==> src/rtl/top_memoryaccess_pkg.sv <==
// Shared widths, decoded-op bit positions, funct3 codes and FSM encodings for the memory-access stage.
package top_memoryaccess_pkg;

    localparam int XLEN          = 32;
    localparam int OPLEN         = 9;

    localparam int FUNCT3_BIT_L  = 0;
    localparam int FUNCT3_BIT_M  = 2;
    localparam int USE_LOAD_BIT  = 3;
    localparam int USE_STORE_BIT = 4;
    localparam int USE_RD_BIT    = 5;

    localparam logic [2:0] F3_LB  = 3'b000;
    localparam logic [2:0] F3_LH  = 3'b001;
    localparam logic [2:0] F3_LW  = 3'b010;
    localparam logic [2:0] F3_LBU = 3'b100;
    localparam logic [2:0] F3_LHU = 3'b101;

    localparam logic [1:0] ST_IDLE   = 2'd0;
    localparam logic [1:0] ST_ACCESS = 2'd1;
    localparam logic [1:0] ST_DONE   = 2'd2;

endpackage

==> src/rtl/top_memoryaccess_if.sv <==
// Data-memory req/ack bus: the stage drives a registered request, the memory answers with a 1-cycle ack.
interface top_memoryaccess_if;
    import top_memoryaccess_pkg::*;

    logic            req;
    logic            we;
    logic [XLEN-1:0] addr;
    logic [3:0]      be;
    logic [XLEN-1:0] wdata;
    logic [XLEN-1:0] rdata;
    logic            ack;

    modport master (output req, we, addr, be, wdata, input rdata, ack);
    modport slave  (input req, we, addr, be, wdata, output rdata, ack);

endinterface

==> src/rtl/mem_lane_align.sv <==
// Byte-lane steering: store enables/replicated data, load lane extraction and extension, alignment check.
// Purely combinational; no latency, no backpressure.
module mem_lane_align
    import top_memoryaccess_pkg::*;
(
    input  logic [1:0]      off,
    input  logic [2:0]      f3,
    input  logic            is_store,
    input  logic [XLEN-1:0] rs2,
    input  logic [XLEN-1:0] rdata,
    output logic [3:0]      be,
    output logic [XLEN-1:0] wdata,
    output logic [XLEN-1:0] load_ext,
    output logic            misaligned
);

    logic [XLEN-1:0] lane;

    always_comb begin
        lane       = rdata >> {off, 3'b000};
        misaligned = ((f3[1:0] == 2'b01) && (off == 2'd3)) ||
                     ((f3[1:0] == 2'b10) && (off != 2'd0));

        be    = 4'b1111;
        wdata = rs2;
        if (is_store) begin
            case (f3[1:0])
                2'b00: begin
                    be    = 4'b0001 << off;
                    wdata = {4{rs2[7:0]}};
                end
                2'b01: begin
                    be    = 4'b0011 << off;
                    wdata = {2{rs2[15:0]}};
                end
                2'b10: begin
                    be    = 4'b1111;
                    wdata = rs2;
                end
                default: be = 4'b0000;
            endcase
        end

        // Extension runs on the shifted lane so X in rdata flows straight through.
        case (f3)
            F3_LB:   load_ext = {{(XLEN-8){lane[7]}}, lane[7:0]};
            F3_LH:   load_ext = {{(XLEN-16){lane[15]}}, lane[15:0]};
            F3_LW:   load_ext = lane;
            F3_LBU:  load_ext = {{(XLEN-8){1'b0}}, lane[7:0]};
            F3_LHU:  load_ext = {{(XLEN-16){1'b0}}, lane[15:0]};
            default: load_ext = '0;
        endcase
    end

endmodule

==> src/rtl/top_memoryaccess.sv <==
// RV32I memory-access stage: runs loads/stores on the req/ack bus and registers results for writeback.
// Latency 1 clk for non-memory ops, ack+2 for memory ops; stalls the phase machine until the bus completes.
module top_memoryaccess
    import top_memoryaccess_pkg::*;
#(
    parameter int ACK_TIMEOUT = 16
) (
    input  logic               clk,
    input  logic               rst,
    input  logic               phase_memoryaccess,
    input  logic [OPLEN-1:0]   decoded_op_em,
    input  logic               jump_state_em,
    input  logic [4:0]         rdsel_em,
    input  logic [XLEN-1:0]    next_pc_em,
    input  logic [XLEN-1:0]    alu_out_em,
    input  logic [XLEN-1:0]    rs2data_em,
    top_memoryaccess_if.master dmem,
    output logic               stall_memoryaccess,
    output logic [OPLEN-1:0]   decoded_op_mw,
    output logic               jump_state_mw,
    output logic [4:0]         rdsel_mw,
    output logic [XLEN-1:0]    next_pc_mw,
    output logic [XLEN-1:0]    rd_data_mw,
    output logic               mem_err
);

    localparam int              CW       = $clog2(ACK_TIMEOUT + 1);
    localparam logic [CW-1:0]   CNT_LAST = CW'(ACK_TIMEOUT - 1);

    logic [1:0]       state;
    logic [CW-1:0]    ack_cnt;
    logic [XLEN-1:0]  rd_cap;
    logic             timed_out;

    logic [2:0]       f3;
    logic             is_load;
    logic             is_store;
    logic             memop;
    logic             misaligned;
    logic             launch;
    logic             capture;
    logic [3:0]       lane_be;
    logic [XLEN-1:0]  lane_wdata;
    logic [XLEN-1:0]  load_ext;
    logic [OPLEN-1:0] dop_next;
    logic [XLEN-1:0]  rd_next;
    logic             err_next;

    assign f3       = decoded_op_em[FUNCT3_BIT_M:FUNCT3_BIT_L];
    assign is_load  = decoded_op_em[USE_LOAD_BIT];
    assign is_store = decoded_op_em[USE_STORE_BIT];
    assign memop    = is_load | is_store;

    mem_lane_align u_lane (
        .off        (alu_out_em[1:0]),
        .f3         (f3),
        .is_store   (is_store),
        .rs2        (rs2data_em),
        .rdata      (dmem.rdata),
        .be         (lane_be),
        .wdata      (lane_wdata),
        .load_ext   (load_ext),
        .misaligned (misaligned)
    );

    assign stall_memoryaccess = phase_memoryaccess & memop & ~misaligned & (state != ST_DONE);
    assign launch             = phase_memoryaccess & memop & ~misaligned & (state == ST_IDLE);
    assign capture            = phase_memoryaccess & ~stall_memoryaccess;

    always_comb begin
        dop_next = decoded_op_em;
        rd_next  = alu_out_em;
        err_next = 1'b0;
        if (memop) begin
            if (misaligned) begin
                dop_next[USE_RD_BIT] = 1'b0;
                rd_next              = '0;
                err_next             = 1'b1;
            end else begin
                // Aligned memory ops only reach capture in DONE, so rd_cap is fresh here.
                if (is_store) dop_next[USE_RD_BIT] = 1'b0;
                rd_next  = rd_cap;
                err_next = timed_out;
            end
        end
    end

    always_ff @(posedge clk) begin
        if (rst) begin
            state         <= ST_IDLE;
            ack_cnt       <= '0;
            rd_cap        <= '0;
            timed_out     <= 1'b0;
            dmem.req      <= 1'b0;
            dmem.we       <= 1'b0;
            dmem.addr     <= '0;
            dmem.be       <= '0;
            dmem.wdata    <= '0;
            decoded_op_mw <= '0;
            jump_state_mw <= 1'b0;
            rdsel_mw      <= '0;
            next_pc_mw    <= '0;
            rd_data_mw    <= '0;
            mem_err       <= 1'b0;
        end else begin
            mem_err <= 1'b0;
            case (state)
                ST_IDLE: begin
                    if (launch) begin
                        state      <= ST_ACCESS;
                        ack_cnt    <= '0;
                        timed_out  <= 1'b0;
                        dmem.req   <= 1'b1;
                        dmem.we    <= is_store;
                        dmem.addr  <= {alu_out_em[XLEN-1:2], 2'b00};
                        dmem.be    <= lane_be;
                        dmem.wdata <= lane_wdata;
                    end
                end
                ST_ACCESS: begin
                    // Ack is checked first so a late ack on the last allowed cycle still completes.
                    if (dmem.ack) begin
                        state    <= ST_DONE;
                        dmem.req <= 1'b0;
                        rd_cap   <= is_store ? '0 : load_ext;
                    end else if (ack_cnt == CNT_LAST) begin
                        state     <= ST_DONE;
                        dmem.req  <= 1'b0;
                        rd_cap    <= '0;
                        timed_out <= 1'b1;
                    end else begin
                        ack_cnt <= ack_cnt + 1'b1;
                    end
                end
                ST_DONE: state <= ST_IDLE;
                default: state <= ST_IDLE;
            endcase

            if (capture) begin
                decoded_op_mw <= dop_next;
                jump_state_mw <= jump_state_em;
                rdsel_mw      <= rdsel_em;
                next_pc_mw    <= next_pc_em;
                rd_data_mw    <= rd_next;
                mem_err       <= err_next;
            end
        end
    end

endmodule

==> src/flat_wrapper.sv <==
// flat-port wrapper written by rule: the top's interface ports become plain ports
module top_memoryaccess_flat import top_memoryaccess_pkg::*;
#(
    parameter int ACK_TIMEOUT = 16
)
  (clk, rst, phase_memoryaccess, decoded_op_em, jump_state_em, rdsel_em, next_pc_em, alu_out_em, rs2data_em, stall_memoryaccess, decoded_op_mw, jump_state_mw, rdsel_mw, next_pc_mw, rd_data_mw, mem_err, dmem_req, dmem_we, dmem_addr, dmem_be, dmem_wdata, dmem_rdata, dmem_ack);
  top_memoryaccess_if dmem_i ();
  input  logic clk;
  input  logic rst;
  input  logic phase_memoryaccess;
  input  logic [OPLEN-1:0] decoded_op_em;
  input  logic jump_state_em;
  input  logic [4:0] rdsel_em;
  input  logic [XLEN-1:0] next_pc_em;
  input  logic [XLEN-1:0] alu_out_em;
  input  logic [XLEN-1:0] rs2data_em;
  output logic stall_memoryaccess;
  output logic [OPLEN-1:0] decoded_op_mw;
  output logic jump_state_mw;
  output logic [4:0] rdsel_mw;
  output logic [XLEN-1:0] next_pc_mw;
  output logic [XLEN-1:0] rd_data_mw;
  output logic mem_err;
  output wire logic [$bits(dmem_i.req)-1:0] dmem_req;
  output wire logic [$bits(dmem_i.we)-1:0] dmem_we;
  output wire logic [$bits(dmem_i.addr)-1:0] dmem_addr;
  output wire logic [$bits(dmem_i.be)-1:0] dmem_be;
  output wire logic [$bits(dmem_i.wdata)-1:0] dmem_wdata;
  input wire logic [$bits(dmem_i.rdata)-1:0] dmem_rdata;
  input wire logic [$bits(dmem_i.ack)-1:0] dmem_ack;
  assign dmem_req = dmem_i.req;
  assign dmem_we = dmem_i.we;
  assign dmem_addr = dmem_i.addr;
  assign dmem_be = dmem_i.be;
  assign dmem_wdata = dmem_i.wdata;
  assign dmem_i.rdata = dmem_rdata;
  assign dmem_i.ack = dmem_ack;
  top_memoryaccess #(.ACK_TIMEOUT(ACK_TIMEOUT)) u_core (.clk(clk), .rst(rst), .phase_memoryaccess(phase_memoryaccess), .decoded_op_em(decoded_op_em), .jump_state_em(jump_state_em), .rdsel_em(rdsel_em), .next_pc_em(next_pc_em), .alu_out_em(alu_out_em), .rs2data_em(rs2data_em), .dmem(dmem_i), .stall_memoryaccess(stall_memoryaccess), .decoded_op_mw(decoded_op_mw), .jump_state_mw(jump_state_mw), .rdsel_mw(rdsel_mw), .next_pc_mw(next_pc_mw), .rd_data_mw(rd_data_mw), .mem_err(mem_err));
endmodule
==> config.mk <==
export PLATFORM = sky130hd
export DESIGN_NAME = top_memoryaccess_flat
export DESIGN_NICKNAME = d
export VERILOG_FILES = /design/src/rtl/top_memoryaccess_pkg.sv /design/src/rtl/top_memoryaccess_if.sv /design/src/rtl/mem_lane_align.sv /design/src/rtl/top_memoryaccess.sv /design/src/flat_wrapper.sv
export SDC_FILE = /design/constraint.sdc
export NUM_CORES = 1
export LEC_CHECK = 0
export ABC_AREA = 1
export CAP_MARGIN = 10
export CORE_MARGIN = 2
export CORE_UTILIZATION = 25
export CTS_BUF_LIST = sky130_fd_sc_hd__clkbuf_16
export DETAILED_ROUTE_END_ITERATION = 10
export GPL_ROUTABILITY_DRIVEN = 0
export GPL_TIMING_DRIVEN = 0
export HOLD_SLACK_MARGIN = 0.06
export PLACE_DENSITY = 0.46
export SLEW_MARGIN = 10
export SYNTH_ARGS = -nofsm -noshare
export SYNTH_HDL_FRONTEND = slang
export SYNTH_HIERARCHICAL = 1
export SYNTH_SLANG_ARGS = --single-unit
==> constraint.sdc <==
create_clock -name clk -period 5.4 [get_ports clk]
set_input_delay 0.81 -clock clk [delete_from_list [all_inputs] [get_ports clk]]
set_output_delay 0.81 -clock clk [all_outputs]
set_load 0.01 [all_outputs]
==> flow_metrics.tcl <==
set metrics [dict create \
    hold_path_class "reg -> reg" \
    post_cts_resize_count 0 \
    cts_inserted_buffers 17 \
    routed-via-count 10100 \
    yosys_warnings 6 \
    root_buffer "clkbuf_16" \
    syn-instance-count 1428 \
    clk_pin_slew_ns 0.07 \
    ctsHoldBuffers 0 \
    status "complete, no violations" \
    fillers 4023 \
    critPathArrivalTime_ns 4.08 \
    start_util 0.253 \
    period_share 0.905 \
    drc 0 \
    ir_drop_mv 0.231 \
    tightest_slew_ns 0.728 \
    syn_avg_cell_area_um2 6.45 \
    hold_violations 0 \
    grt_setup_unrepaired "no" \
    viasPerCell 4.55 \
    drtIter0Drc 611 \
    wl_per_cell_um 17.2 \
    ys_seq_elements 188 \
    fin_tns_setup_ns 0 \
    clkSinkCount 188 \
    hold_start "u_core/dmem.addr[6]$_SDFFE_PP0P_" \
    coreArea_mm2 0.0364 \
    ys_types 26 \
    utilization 0.366 \
    cp-start-kind "primary input" \
    hold_end "u_core/dmem.addr[6]$_SDFFE_PP0P_" \
    antenna_found_initial 3 \
    cts_htree_levels 4 \
    cap_violations 0 \
    fmax_ghz 0.205 \
    yosysTopAreaCell "dfxtp_1" \
    worstReg2RegEnd "u_core/rd_cap[25]$_SDFFE_PP0P_" \
    path_max_fanout 10 \
    r2r_slack_ns 3.30 \
    worst-setup-path-type "in -> out" \
    cellLeakagePower_nw 5.63 \
    die_w_um 196 \
    setup_violations 0 \
    syn_area_mm2 0.00920 \
    detailed_place_hpwl_mm 30.5 \
    firstDrtPassIters 5 \
    synth-seq-area-share 0.409 \
    drv_slew 0 \
    portBuffers 293 \
    period_needed_ns 4.89 \
    dieArea_mm2 0.0384 \
    clock_skew_ns 0.0128 \
    synth_top_area_frac 0.409 \
    tritoncts "built" \
    std_cell_rows 70 \
    grt_pass1_vias 9724 \
    synthTopCellsByArea "dfxtp_1 41%, nand2_1 21%, nor2_1 7.5%" \
    die_h_um 196 \
    hold_depth 2 \
    r2r-start "u_core/ack_cnt[0]$_SDFFE_PP0P_" \
    power_density_mw_per_mm2 269 \
    reg2reg_depth 10 \
    drt_wl_total_mm 38.2 \
    worstSkewPairLatency_ns 0.46 \
    drive_above_1_share 0.0582 \
    grt_max_degree 21 \
    boundaryPins 298 \
    grt_overflow 0 \
    post_cts_buffers 0 \
    area_growth_pct 44.8 \
    antenna_left 0 \
    max_slew_margin 0.515 \
    nets 1890 \
    crit_required_ns 4.59 \
    grt_usage 0.196 \
    clk_path_buf_depth 2 \
    end_kind "primary output" \
    grt_first_pass_wirelength_mm 57.2 \
]
layout make-up:
type,count,area (um2),share of cell area
clock buffers,17,425,0.0319
clock inverters,15,163,0.0122
flip-flops and latches,188,3760,0.282
inverters,72,270,0.0203
diodes,4,10.0,0.000751
well taps,468,586,0.0439
repair buffers,293,2930,0.220
plain buffers,117,559,0.0420
multi-input cells,1052,4610,0.346
stage by stage:
| stage | hold slack [ns] | area [um2] | instances | setup WS, ns | total power [mW] |
|---|---|---|---|---|---|
| 2_1_floorplan | 0.437 | 9210 | 1429 | 2.25 | 1.92 |
| 3_3_place_gp | 0.449 | 12700 | 2190 | 0.178 | 2.35 |
| 3_5_place_dp | 0.453 | 12700 | 2190 | 0.150 | 2.35 |
| 4_1_cts | 0.466 | 13300 | 2222 | 0.151 | 3.64 |
| 5_1_grt | 0.481 | 13300 | 2222 | 0.259 | 3.78 |
| 6_report | 0.460 | 13300 | 2226 | 0.515 | 3.59 |
report_power, final:
part           total [mW]  switching, mW  internal [mW]
sequential           1.51         0.0458           1.47
clock                1.27          0.651          0.622
combinational       0.800          0.436          0.364
total                3.59           1.13           2.46
worst max-delay path by stage:
stage / from / to / slack, ns
global route: alu_out_em[0] / stall_memoryaccess / 0.26
detailed placement: alu_out_em[0] / stall_memoryaccess / 0.15
floorplan: alu_out_em[0] / stall_memoryaccess / 2.25
CTS: alu_out_em[0] / stall_memoryaccess / 0.15
finish: alu_out_em[0] / stall_memoryaccess / 0.51
global placement: alu_out_em[0] / stall_memoryaccess / 0.18
synth_stat cells (all sizes together):
cell type	instances
or2	1
a21oi	107
nor2	189
dfxtp	188
nand3b	44
and3	1
conb	1
nor3	3
inv	72
nand4	68
nand2	525
clkbuf	50
ha	2
o21ai	29
buf	67
nand3	81
state kept, by name, indices dropped and copies added, names as in the netlist:
signal and count:
u_core/dmem.wdata 32, u_core/next_pc_mw 32, u_core/rd_cap 32, u_core/rd_data_mw 32, u_core/dmem.addr 30, u_core/decoded_op_mw 9, u_core/ack_cnt 5, u_core/rdsel_mw 5
u_core/dmem.be 4, u_core/state 2, u_core/dmem.req 1, u_core/dmem.we 1, u_core/jump_state_mw 1, u_core/mem_err 1, u_core/timed_out 1
critical path, stage by stage:
cell	delay [ns]
clkdlybuf4s50_1	0.54
buf_4	0.22
clkbuf_1	0.39
nand2_1	0.15
o21ai_1	0.52
nor2_4	0.16
nand3_2	0.27
clkbuf_1	0.44
inv_1	0.07
clkdlybuf4s50_1	0.49
metal layers:
layer | GRT usage | share of wire | routed length (um)
met1 | 0.253 | 0.46 | 17400
met2 | 0.323 | 0.46 | 17700
met3 | 0.0433 | 0.058 | 2230
met4 | 0.0673 | 0.021 | 808
met5 | 0 | 0.00034 | 13
cells in the final DEF (no fill, tap or decap), types with 2 or more instances in the layout:
cell type	instances
conb_1	2
inv_6	5
ha_1	2
dfxtp_1	188
nor2_4	3
inv_2	6
o21ai_1	3
clkbuf_1	49
nor3_1	3
inv_8	4
nor2_1	185
buf_2	41
buf_1	11
clkbuf_16	17
nand2_1	524
diode_2	4
clkdlybuf4s50_1	293
a21oi_1	107
buf_4	12
nand3_1	80
clkinv_8	3
buf_6	3
nand3b_1	44
nand4_1	68
o21ai_0	26
clkinv_4	2
inv_1	66
kinds of logic after synthesis:
kind of cell / Yosys count / synth area share
compound gates: 136 / 0.0740
fa+ha+maj: 2 / 0.00272
simple gates: 912 / 0.424
other cells: 1 / 0.000407
flops: 188 / 0.409
buf+inv: 189 / 0.0901
Note: power is estimated with default switching activity, not from simulation.
